==> src/rtl/cpu_pkg.sv <==
// cpu_pkg: shared constants for the fetch stage and decoder
package cpu_pkg;
    localparam logic [1:0]  PCSRC_SEQ          = 2'b00;
    localparam logic [1:0]  PCSRC_JUMP         = 2'b01;
    localparam logic [1:0]  PCSRC_JR           = 2'b10;
    localparam logic [31:0] NOP_INSTR          = 32'h0;
    localparam logic [31:0] DEFAULT_RESET_PC   = 32'h0040_0000;
    localparam logic [31:0] DEFAULT_IRQ_VECTOR = 32'h8000_0180;
endpackage

==> src/rtl/if_next_pc.sv <==
// if_next_pc: combinational next-PC select and bubble decision for the fetch stage
// IF_INTERRUPT_EN adds the irq redirect
module if_next_pc
    import cpu_pkg::*;
(
    input  logic [31:0] pc,
    input  logic [31:0] pcPlus4,
    input  logic        stall,
    input  logic        branchTaken,
    input  logic [31:0] branchTarget,
    input  logic [1:0]  pcsrc,
    input  logic [31:0] jumpTarget,
    input  logic [31:0] jrTarget,
`ifdef IF_INTERRUPT_EN
    input  logic        irqTake,
    input  logic [31:0] irqVector,
`endif
    output logic [31:0] next_pc,
    output logic        load_bubble
);
    // later assignments override earlier ones, so the last written has highest priority
    always_comb begin
        next_pc = pcsrc == PCSRC_JUMP ? jumpTarget : pcsrc == PCSRC_JR ? jrTarget : pcPlus4;
        load_bubble = pcsrc == PCSRC_JUMP || pcsrc == PCSRC_JR;
`ifdef IF_INTERRUPT_EN
        if (irqTake) begin
            next_pc = irqVector;
            load_bubble = 1'b1;
        end
`endif
        if (stall) begin
            next_pc = pc;
            load_bubble = 1'b0;
        end
        if (branchTaken) begin
            next_pc = branchTarget;
            load_bubble = 1'b1;
        end
    end
endmodule

==> src/rtl/if_stage.sv <==
// if_stage: PC register, next-PC selection and IF/ID pipeline register
// IF_INTERRUPT_EN adds irq/id_irq ports and the IRQ_VECTOR parameter
module if_stage
    import cpu_pkg::*;
#(
    parameter logic [31:0] RESET_PC = DEFAULT_RESET_PC
`ifdef IF_INTERRUPT_EN
    , parameter logic [31:0] IRQ_VECTOR = DEFAULT_IRQ_VECTOR
`endif
)(
    input  logic        clk,
    input  logic        reset,
    output logic [31:0] imem_addr,
    input  logic [31:0] imem_rdata,
    input  logic        stall,
    input  logic [1:0]  id_pcsrc,
    input  logic [31:0] id_rs_data,
    input  logic        ex_branch_taken,
    input  logic [31:0] ex_branch_target,
    output logic [31:0] pc,
    output logic [31:0] id_instr,
    output logic [31:0] id_pc_plus4,
    output logic        id_valid,
`ifdef IF_INTERRUPT_EN
    input  logic        irq,
    output logic        id_irq,
`endif
    output logic        kill_id_ex
);
    logic [31:0] pcPlus4, nextPc, jumpTarget, jrTarget;
    logic [1:0]  pcsrc;
    logic        loadBubble, advance, keepPc4;
    assign imem_addr  = pc;
    assign kill_id_ex = ex_branch_taken;
    assign pcPlus4    = pc + 32'd4;
    assign pcsrc      = id_valid ? id_pcsrc : PCSRC_SEQ;
    assign advance    = ex_branch_taken || !stall;
    assign jumpTarget = {id_pc_plus4[31:28], id_instr[25:0], 2'b00};
    assign jrTarget   = id_rs_data & ~32'h3;
`ifdef IF_INTERRUPT_EN
    logic irqTake;
    assign irqTake = irq && !stall && !ex_branch_taken;
    // an irq bubble still records the preempted PC+4 so EPC can be recovered
    assign keepPc4 = !loadBubble || irqTake;
`else
    assign keepPc4 = !loadBubble;
`endif
    if_next_pc u_next (
        .pc(pc),
        .pcPlus4(pcPlus4),
        .stall(stall),
        .branchTaken(ex_branch_taken),
        .branchTarget(ex_branch_target),
        .pcsrc(pcsrc),
        .jumpTarget(jumpTarget),
        .jrTarget(jrTarget),
`ifdef IF_INTERRUPT_EN
        .irqTake(irqTake),
        .irqVector(IRQ_VECTOR),
`endif
        .next_pc(nextPc),
        .load_bubble(loadBubble)
    );
    always_ff @(posedge clk) begin
        if (reset) begin
            pc          <= RESET_PC;
            id_instr    <= NOP_INSTR;
            id_pc_plus4 <= '0;
            id_valid    <= 1'b0;
`ifdef IF_INTERRUPT_EN
            id_irq      <= 1'b0;
`endif
        end else if (advance) begin
            pc          <= nextPc;
            id_instr    <= loadBubble ? NOP_INSTR : imem_rdata;
            id_pc_plus4 <= keepPc4 ? pcPlus4 : '0;
            id_valid    <= !loadBubble;
`ifdef IF_INTERRUPT_EN
            id_irq      <= irqTake;
`endif
        end
    end
endmodule

==> config.mk <==
export PLATFORM = sky130hd
export DESIGN_NAME = if_stage
export DESIGN_NICKNAME = d
export VERILOG_FILES = /design/src/rtl/cpu_pkg.sv /design/src/rtl/if_next_pc.sv /design/src/rtl/if_stage.sv
export SDC_FILE = /design/constraint.sdc
export NUM_CORES = 1
export LEC_CHECK = 0
export ABC_AREA = 1
export BUFFER_PORTS_ARGS = -buffer_cell sky130_fd_sc_hd__buf_2
export CAP_MARGIN = 25
export CORE_AREA = 2 2 113 115
export DETAILED_ROUTE_END_ITERATION = 6
export DIE_AREA = 0 0 115 117
export PLACE_DENSITY_LB_ADDON = 0.1
export SLEW_MARGIN = 20
export SYNTH_ARGS = -nofsm -noshare
export SYNTH_HDL_FRONTEND = slang
export SYNTH_SLANG_ARGS = --single-unit
==> constraint.sdc <==
create_clock -name clk -period 3.9 [get_ports clk]
set_clock_uncertainty 0.05 [all_clocks]
set_input_delay 0.585 -clock clk [delete_from_list [all_inputs] [get_ports clk]]
set_output_delay 0.585 -clock clk [all_outputs]
set_load 0.03 [all_outputs]
==> impl_metrics.toml <==
[sta]
setup_viol_count_final = 0
post-route-period-util = 0.559
worst_pin_slew_ps = 837
rsz0062_at_grt = "false"
whs_ps = 411
layout_min_cycle_time_ps = 2180
finalHoldViolations = 0
tns_ps = 0
relSlewSlack = 0.442
max_freq_mhz = 459
drv_slew = 0

[final_layout]
nets = 1099
final_layout_size_suffix_gt1_frac = 0.284
final_area_mm2 = 0.00669
seq_area_mm2 = 0.00194
final_cells = 1151
area_delta_synth_final_pct = 23.5
multi_input_comb_area_mm2 = 0.00286
fillers = 1314

[setup_path]
crit_chain = "buf_2 > nor2_4 > nand2_1 > inv_2 > buf_4 > nand2_1 > a21oi_1"
critical_path_class = "input port to register"
cp.arrival_ps = 2400
path_max_fanout = 23
crit_path_start_kind = "input port"
slowest_delay_ps = 410
cp_slowest_cell = "nor2_4"
crit_top_cell = "nand2_1"
end_kind = "register"
critPathRequiredTime_ps = 4120

[pwr]
ir_drop_mv = 0.205
power.total_uw = 2530
p_per_area_mw_per_mm2 = 378
p_leak_uw = 0.00320

[drt]
first_iter_violations = 462
drtPass1Iterations = 5
wl_per_cell_um = 15.5
drc = 0
ant_nets = 0
via_count = 5816
routed_wl_um = 17800
viasPerCell = 5.05

[clocking]
cts.htree.levels = 3
cts_buffer_depth = 2
cts_tree = "done"
cts_buffers = 9
clockRootBuffer = "clkbuf_16"
clk_pin_slew_ps = 70
cts_setup_buffers = 0
cts_hold_buf = 0
cts_sinks = 97
ctsResizeCount = 0
clk-insertion-delay-late_ps = 350

[die]
dieArea_mm2 = 0.0135
die_h_um = 117
start_util = 0.440
ios = 232
fp.coreArea_mm2 = 0.0123
die_w_um = 115
rows = 41

[logic_synthesis]
ys_seq_area_frac = 0.359
syn_nets = 930
syn-cell-area_mm2 = 0.00542
syn_inst = 825
yosysUniqueCellTypes = 33
yosysWarnings = 0
avgSynthCellArea_um2 = 6.56
synth.ff_latch_count = 97

[run]
max_cap_viol_count = 0

[placed_design]
dp.cells = 1132
dp_hpwl_um = 13000
dpl_cell_area_mm2 = 0.00637
port_buffers = 229
gp_congestion = 0.970

[global_route]
grt_pass1_wl_um = 27800
antenna_found_initial = 2
grt_pass1_vias = 5284
overflow = 0
grt_max_degree = 68
grt.total_usage = 0.264

[hold_path]
hold_class = "register to register"

[run_status]
status = "finished clean"
-- logic make-up (layout without fill, tap and decap cells) --
| group | count (synthesis) | after routing | share of synthesized area |
|---|---|---|---|
| XOR/XNOR | 10 | 10 | 0.0162 |
| AO/OA/AOI/OAI | 158 | 158 | 0.171 |
| buffers and inverters | 124 | 298 | 0.114 |
| flip-flops | 97 | 97 | 0.359 |
| adder cells (fa/ha/maj) | 3 | 3 | 0.00693 |
| other | 0 | 2 | 0 |
| AND/OR/NAND/NOR | 433 | 433 | 0.334 |
-- report_power, final --
part | switching, µW | total [µW] | leakage [µW] | internal [µW]
Combinational | 356 | 519 | 0.00226 | 163
Clock | 390 | 903 | 0.000142 | 513
Sequential | 65.7 | 1100 | 0.000794 | 1040
-- critical path, delay by kind of cell --
kind,cells,cell delay [ps]
AOI/OAI and AO/OA,1,140
and+or+nand+nor,3,690
buffers and inverters,3,950
-- cell usage after synthesis --
cell        n  area share
and2_1      1      0.0012
nand2b_4    1      0.0025
nand2_1   276        0.19
o221ai_1   27       0.044
nand2b_1    1      0.0012
nand4_1     2      0.0023
nand3b_2    1      0.0021
nand2_4     1      0.0021
a211oi_1    5      0.0069
nor2_1     98       0.068
or2_0       1      0.0012
inv_1      39       0.027
o21ai_0    16       0.015
inv_2       4      0.0028
nand3_1    26       0.024
o21ai_1     4      0.0037
nand3b_1    5      0.0069
clkbuf_1   26       0.018
a21oi_1    97       0.090
buf_2      19       0.018
nor2_2      7      0.0081
nand2_2     6      0.0069
buf_4      34       0.047
a31oi_1     6      0.0069
xnor2_1     5      0.0081
nor2_8      1      0.0037
a21oi_2     2      0.0032
ha_1        3      0.0069
nor2_4      6       0.012
buf_1       2      0.0014
xor2_1      5      0.0081
dfxtp_1    97        0.36
a41oi_1     1      0.0016
-- flip-flops by register name, indices dropped and copies added, names as in the netlist --
| signal | count |
|---|---|
| imem_addr | 32 |
| id_pc_plus4 | 32 |
| id_instr | 32 |
| id_valid | 1 |
-- path summary, 6_finish.rpt --
check | start | to | slack (ps) | cells after the start
hold / removal | id_pc_plus4[15] | id_pc_plus4[15] | 410 | 2
setup reg to reg | id_valid | imem_addr[19] | 1800 | 8
hold reg to reg | id_pc_plus4[15] | id_pc_plus4[15] | 410 | 2
setup / recovery | ex_branch_taken | id_pc_plus4[1] | 1720 | 7
-- stage by stage --
step	worst slack [ps]	util
finish	1720	0.543
global route	1550	0.543
CTS	1720	0.541
detailed placement	1360	0.517
global placement	1390	0.517
floorplan	2050	-
-- routing by layer --
| layer | part of all wire | global-route usage | vias up | routed length (µm) |
|---|---|---|---|---|
| li1 | - | - | 2980 | - |
| met1 | 0.48 | 0.379 | 2600 | 8570 |
| met2 | 0.44 | 0.398 | 214 | 7770 |
| met3 | 0.066 | 0.0561 | 20 | 1170 |
| met4 | 0.017 | 0.0803 | 2 | 297 |
| met5 | 0.00039 | 0 | - | 7 |
-- cell type report --
cell class | count | share of cell area
Inverter | 43 | 0.0241
Multi-Input combinational cell | 604 | 0.428
Clock buffer | 11 | 0.0363
Clock inverter | 5 | 0.00823
Timing Repair Buffer | 239 | 0.184
Tap cell | 150 | 0.0281
Antenna cell | 2 | 0.000749
Sequential cell | 97 | 0.290
-- cell usage in the layout, fill, tap and decap left out, types with 2 or more instances in the layout --
master,n
a21oi_2,2
nor2_4,7
a31oi_1,6
nand2_2,6
clkbuf_16,9
inv_1,39
xnor2_1,5
nand2_1,276
o21ai_0,16
dfxtp_1,97
clkinvlp_4,2
nand3_1,26
nand3b_1,5
buf_4,9
ha_1,2
buf_2,229
o21ai_1,4
nor2_1,98
xor2_1,5
a21oi_1,97
diode_2,2
nor2_2,6
inv_2,4
clkinv_2,2
nand4_1,2
a211oi_1,5
o221ai_1,27
No activity file was read; power rests on OpenSTA's default activity.
